<file path="config.mk">
export PLATFORM = sky130hd
export DESIGN_NAME = periph_slot_demux
export DESIGN_NICKNAME = d
export VERILOG_FILES = /design/src/rtl/periph_slot_demux.sv
export SDC_FILE = /design/constraint.sdc
export NUM_CORES = 1
export LEC_CHECK = 0
export ABC_AREA = 1
export CORE_AREA = 2 2 484 486
export CTS_CLUSTER_DIAMETER = 120
export CTS_CLUSTER_SIZE = 14
export DETAILED_ROUTE_END_ITERATION = 12
export DIE_AREA = 0 0 486 488
export PLACE_DENSITY = 0.3
export SLEW_MARGIN = 30
export SYNTH_ARGS = -nofsm -noshare
export SYNTH_HDL_FRONTEND = slang
export SYNTH_SLANG_ARGS = --single-unit
</file>
<file path="constraint.sdc">
create_clock -name clk_i -period 3.1 [get_ports clk_i]
set_input_delay 0.31 -clock clk_i [delete_from_list [all_inputs] [get_ports clk_i]]
set_output_delay 0.31 -clock clk_i [all_outputs]
set_load 0.005 [all_outputs]
</file>
<file path="src/rtl/periph_slot_demux.sv">
// rtl/periph_slot_demux.sv - core data port demux onto cluster peripheral slots with in-order response return
package periph_slot_demux_pkg;

  typedef struct packed {
    logic        req;
    logic [31:0] add;
    logic        we;
    logic [31:0] data;
    logic [3:0]  be;
  } core_data_req_t;

  typedef struct packed {
    logic        gnt;
    logic [31:0] r_data;
    logic        r_valid;
  } core_data_rsp_t;

endpackage

module periph_slot_demux
  import periph_slot_demux_pkg::*;
#(
  parameter int unsigned NumSlaves      = 11,
  parameter int unsigned MaxOutstanding = 4,
  parameter logic [31:0] ErrorData      = 32'hBADACCE5,
  localparam int unsigned CntW          = $clog2(MaxOutstanding) + 1
) (
  input  logic           clk_i,
  input  logic           rst_ni,
  input  core_data_req_t mst_req_i,
  output core_data_rsp_t mst_rsp_o,
  output core_data_req_t slv_req_o [NumSlaves],
  input  core_data_rsp_t slv_rsp_i [NumSlaves],
  output logic           err_o,
  output logic [CntW-1:0] outstanding_o
);

  localparam int unsigned IdW  = $clog2(NumSlaves + 1);
  localparam int unsigned PtrW = (MaxOutstanding > 1) ? $clog2(MaxOutstanding) : 1;
  localparam logic [IdW-1:0] ErrId = IdW'(NumSlaves);

  logic [3:0]      slot;
  logic [IdW-1:0]  dec_id;
  logic            dec_err;
  logic            slv_gnt;
  logic            mst_gnt;
  logic            push;
  logic            pop;
  logic            full;
  logic            empty;
  logic [CntW-1:0] count;
  logic [PtrW-1:0] wr_ptr;
  logic [PtrW-1:0] rd_ptr;
  logic [IdW-1:0]  id_mem [MaxOutstanding];
  logic [IdW-1:0]  head_id;
  logic            rsp_valid;
  logic [31:0]     rsp_data;

  function automatic logic [PtrW-1:0] ptr_inc(input logic [PtrW-1:0] p);
    return (p == PtrW'(MaxOutstanding - 1)) ? '0 : p + PtrW'(1);
  endfunction

  // The event unit spans two 1 KiB slots, so slot 3 folds onto slave 2.
  assign slot = mst_req_i.add[13:10];

  always_comb begin
    dec_id = IdW'(slot);
    if (slot == 4'd3 && NumSlaves > 3) begin
      dec_id = IdW'(2);
    end else if (32'(slot) >= NumSlaves) begin
      dec_id = ErrId;
    end
  end

  assign dec_err = (dec_id == ErrId);
  assign full    = (count == CntW'(MaxOutstanding));
  assign empty   = (count == '0);

  always_comb begin
    slv_gnt = 1'b0;
    for (int unsigned s = 0; s < NumSlaves; s++) begin
      slv_req_o[s]     = mst_req_i;
      slv_req_o[s].req = mst_req_i.req && !full && (dec_id == IdW'(s));
      if (dec_id == IdW'(s)) begin
        slv_gnt = slv_rsp_i[s].gnt;
      end
    end
  end

  assign mst_gnt = !full && (dec_err || slv_gnt);
  assign push    = mst_req_i.req && mst_gnt;
  assign err_o   = push && dec_err;

  assign head_id = id_mem[rd_ptr];

  // Only the slave at the FIFO head may answer; the error target answers as soon as it is head.
  always_comb begin
    rsp_valid = 1'b0;
    rsp_data  = '0;
    if (!empty) begin
      if (head_id == ErrId) begin
        rsp_valid = 1'b1;
        rsp_data  = ErrorData;
      end else begin
        for (int unsigned s = 0; s < NumSlaves; s++) begin
          if (head_id == IdW'(s)) begin
            rsp_valid = slv_rsp_i[s].r_valid;
            rsp_data  = slv_rsp_i[s].r_data;
          end
        end
      end
    end
  end

  assign pop           = rsp_valid;
  assign mst_rsp_o     = {mst_gnt, rsp_data, rsp_valid};
  assign outstanding_o = count;

  always_ff @(posedge clk_i or negedge rst_ni) begin
    if (!rst_ni) begin
      wr_ptr <= '0;
      rd_ptr <= '0;
      count  <= '0;
      for (int unsigned i = 0; i < MaxOutstanding; i++) begin
        id_mem[i] <= '0;
      end
    end else begin
      if (push) begin
        id_mem[wr_ptr] <= dec_id;
        wr_ptr         <= ptr_inc(wr_ptr);
      end
      if (pop) begin
        rd_ptr <= ptr_inc(rd_ptr);
      end
      if (push && !pop) begin
        count <= count + CntW'(1);
      end else if (pop && !push) begin
        count <= count - CntW'(1);
      end
    end
  end

endmodule

</file>
==> results.sh <==
export IMPL_cp_cell_sequence="clkinvlp_4 > nand2_1 > nand3_2 > nand2_4 > buf_6 > nor2_4 > nand2_4 > inv_6 > buf_6 > buf_12 > buf_12 > nand2_4 > nand3_2 > nor2_1 > nand4_1 > nor2_2 > nand4_1 > buf_6 > nand2_2 > inv_2 > buf_12"
export IMPL_critical_path_max_fanout=6
export IMPL_crit_required_ns=2.79
export IMPL_cp_data_arrival_time_ns=2.97
export IMPL_postLayoutSetupSlackWorst_ns=-0.182
export IMPL_initial_utilization_pct=4.46
export IMPL_fin_skew_ns=0.00518
export IMPL_path_delay_family="buffers and inverters"
export IMPL_async_reset_ff_share_pct=100
export IMPL_p_leak_nw=5.89
export IMPL_critPathKind="register to output port"
export IMPL_power_density_nw_per_um2=1100
export IMPL_cts_root_buffer="clkbuf_16"
export IMPL_ys_ff_latch=23
export IMPL_cpMaxStageDelayCell="dfrtp_2"
export IMPL_wl_per_cell_um=19.8
export IMPL_syn_area_um2=10400
export IMPL_p_total_mw=17.5
export IMPL_rows=177
export IMPL_ys_seq_area_share_pct=5.56
export IMPL_setup_viol=21
export IMPL_clk_latency_ns=0.26
export IMPL_finalHoldViolCount=0
export IMPL_grt_max_degree=24
export IMPL_clock_sinks=23
export IMPL_synth_edf_count=0
export IMPL_maxCapViolations=0
export IMPL_drc=0
export IMPL_fin_crit_ns=3.28
export IMPL_rsz0062_at_grt="true"
export IMPL_portBuffers=471
export IMPL_grt_pass1_wl_um=112000
export IMPL_ios=1254
export IMPL_violations="setup timing"
export IMPL_tns_ns=-1.61
export IMPL_cts_tree="yes"
export IMPL_routed_wirelength_um=91600
export IMPL_cts_buffers=3
export IMPL_max_freq_mhz=305
export IMPL_hold_path_class="input pin to asynchronous set/reset pin"
export IMPL_status="complete, but fails checks"
export IMPL_dr_pass1_iters=5
export IMPL_layout_nets=2032
export IMPL_syn_num_nets=2141
export IMPL_first_global_vias=10435
export IMPL_cts_hold_buffers=0
export IMPL_synth_flop_cell="dfrtp_1"
export IMPL_vias=9624
export IMPL_path_clk_slew_ns=0.06
export IMPL_pre_cts_slack_ns=-0.552
export IMPL_viasPerCell=2.08
export IMPL_die_x_um=486
export IMPL_gp_congestion=0.854
export IMPL_area_growth_pct=54.3
export IMPL_drtAntennaViolNets=0
export IMPL_min_period_over_period_pct=106
export IMPL_dpl_hpwl_um=84900
export IMPL_coreArea_um2=232000
export IMPL_startpoint_type="register"
export IMPL_synthCells=1688
export IMPL_die_h_um=488
export IMPL_path_buf_inv=9
export IMPL_grtUsageTotal_pct=7.31
export IMPL_critPathMaxStageDelay_ns=0.46
export IMPL_avgSynthCellArea_um2=6.13
export IMPL_synth_cell_types=39
export IMPL_antenna_found_initial=60
export IMPL_grt_overflow_total=0
export IMPL_ir_drop_uv=480
export IMPL_ys_warn_count=0
export IMPL_endpoint_kind="output port"
export IMPL_clk_path_buf_depth=2
export IMPL_slew_violations=0
export IMPL_drt_iter0_markers=540
export IMPL_drive_above_1_share_pct=28.4
export IMPL_dieArea_um2=237000
export IMPL_htree_levels=1
[synthesized netlist by cell type (8+ instances only)]
| cell type | instances | area (µm²) |
|---|---|---|
| buf_4 | 767 | 5760 |
| nand4_1 | 69 | 432 |
| o21ai_0 | 22 | 110 |
| nor2_1 | 125 | 469 |
| o21ai_1 | 8 | 40.0 |
| nand2_2 | 8 | 50.1 |
| inv_2 | 17 | 63.8 |
| nand3_1 | 32 | 160 |
| a21oi_1 | 36 | 180 |
| nand2_1 | 391 | 1470 |
| dfrtp_1 | 23 | 576 |
| buf_2 | 22 | 110 |
| inv_1 | 103 | 387 |
[final cells by class]
| type | count | area (µm²) |
|---|---|---|
| Timing Repair Buffer | 684 | 6940 |
| Sequential cell | 23 | 578 |
| Fill cell | 27466 | 216000 |
| Timing Repair inverter | 1 | 7.51 |
| Tap cell | 3043 | 3810 |
| Antenna cell | 12 | 30.0 |
| Inverter | 122 | 493 |
| Clock inverter | 1 | 5.00 |
| Multi-Input combinational cell | 744 | 4040 |
| Clock buffer | 3 | 75.1 |
[metrics by stage]
step | util, % | instance area [µm²] | cells | hold slack, ns
floorplan | - | 10400 | 1688 | 0.0144
global placement | 6.30 | 14600 | 4570 | 0.491
detailed placement | 6.30 | 14600 | 4570 | 0.482
CTS | 6.80 | 15800 | 4618 | 0.441
global route | 6.88 | 15900 | 4621 | 0.455
finish | 6.89 | 16000 | 4633 | 0.426
[registers in the layout, indices dropped and copies added (netlist names)]
register and cells:
outstanding_o 3, rd_ptr 2, wr_ptr 2, id_mem 16
[cell families after synthesis]
logic type | Yosys count | synth area share [%]
multiplexers | 1 | 0.109
adder cells (fa/ha/maj) | 7 | 0.919
other | 1 | 0.0362
AND/OR/NAND/NOR | 663 | 28.0
flip-flops | 23 | 5.56
AO/OA/AOI/OAI | 70 | 3.48
buffers and inverters | 921 | 61.7
XOR/XNOR | 2 | 0.169
[where the power goes]
group	internal, mW	switching (mW)
sequential	0.457	0.197
combinational	7.42	9.15
clock	0.174	0.111
total	8.05	9.46
[worst paths after layout]
kind | slack [ns] | depth (start not counted) | endpoint | start
setup / recovery | -0.18 | 21 | mst_rsp_o[3] | rd_ptr[0]
hold / removal | 0.43 | 2 | wr_ptr[0] | rst_ni
setup reg to reg | -0.03 | 19 | outstanding_o[1] | rd_ptr[0]
hold reg to reg | 0.52 | 2 | id_mem[11] | id_mem[11]
max in group asynchronous | 2.40 | 2 | rd_ptr[1] | rst_ni
min in group clk_i | 0.52 | 2 | id_mem[11] | id_mem[11]
[layer usage]
metal	track usage [%]	wire length, µm
met1	6.32	27000
met2	13.6	46700
met3	4.63	13800
met4	2.19	3770
met5	0.388	274
[cells in the final DEF, fill, tap and decap left out, drive strengths merged, types with 2 or more instances in the layout]
master,instances
nand3,36
nand4,71
buf,234
dlygate4sd2,3
diode,12
inv,122
or2,7
nor2,133
a21oi,37
clkdlybuf4s50,435
nor4,7
nor3,6
o21ai,30
clkbuf,13
dfrtp,23
nand2,403
ha,6
xnor2,2
[repair_timing]
| item | 4_1_cts | 5_1_grt |
|---|---|---|
| cloned | 2 | 0 |
| pin swaps | 91 | 80 |
| buffers inserted | 46 | 4 |
| setup endpoints to repair | 36 | 36 |
| resized for setup | 253 | 77 |
(Power assumes the default switching activity.)
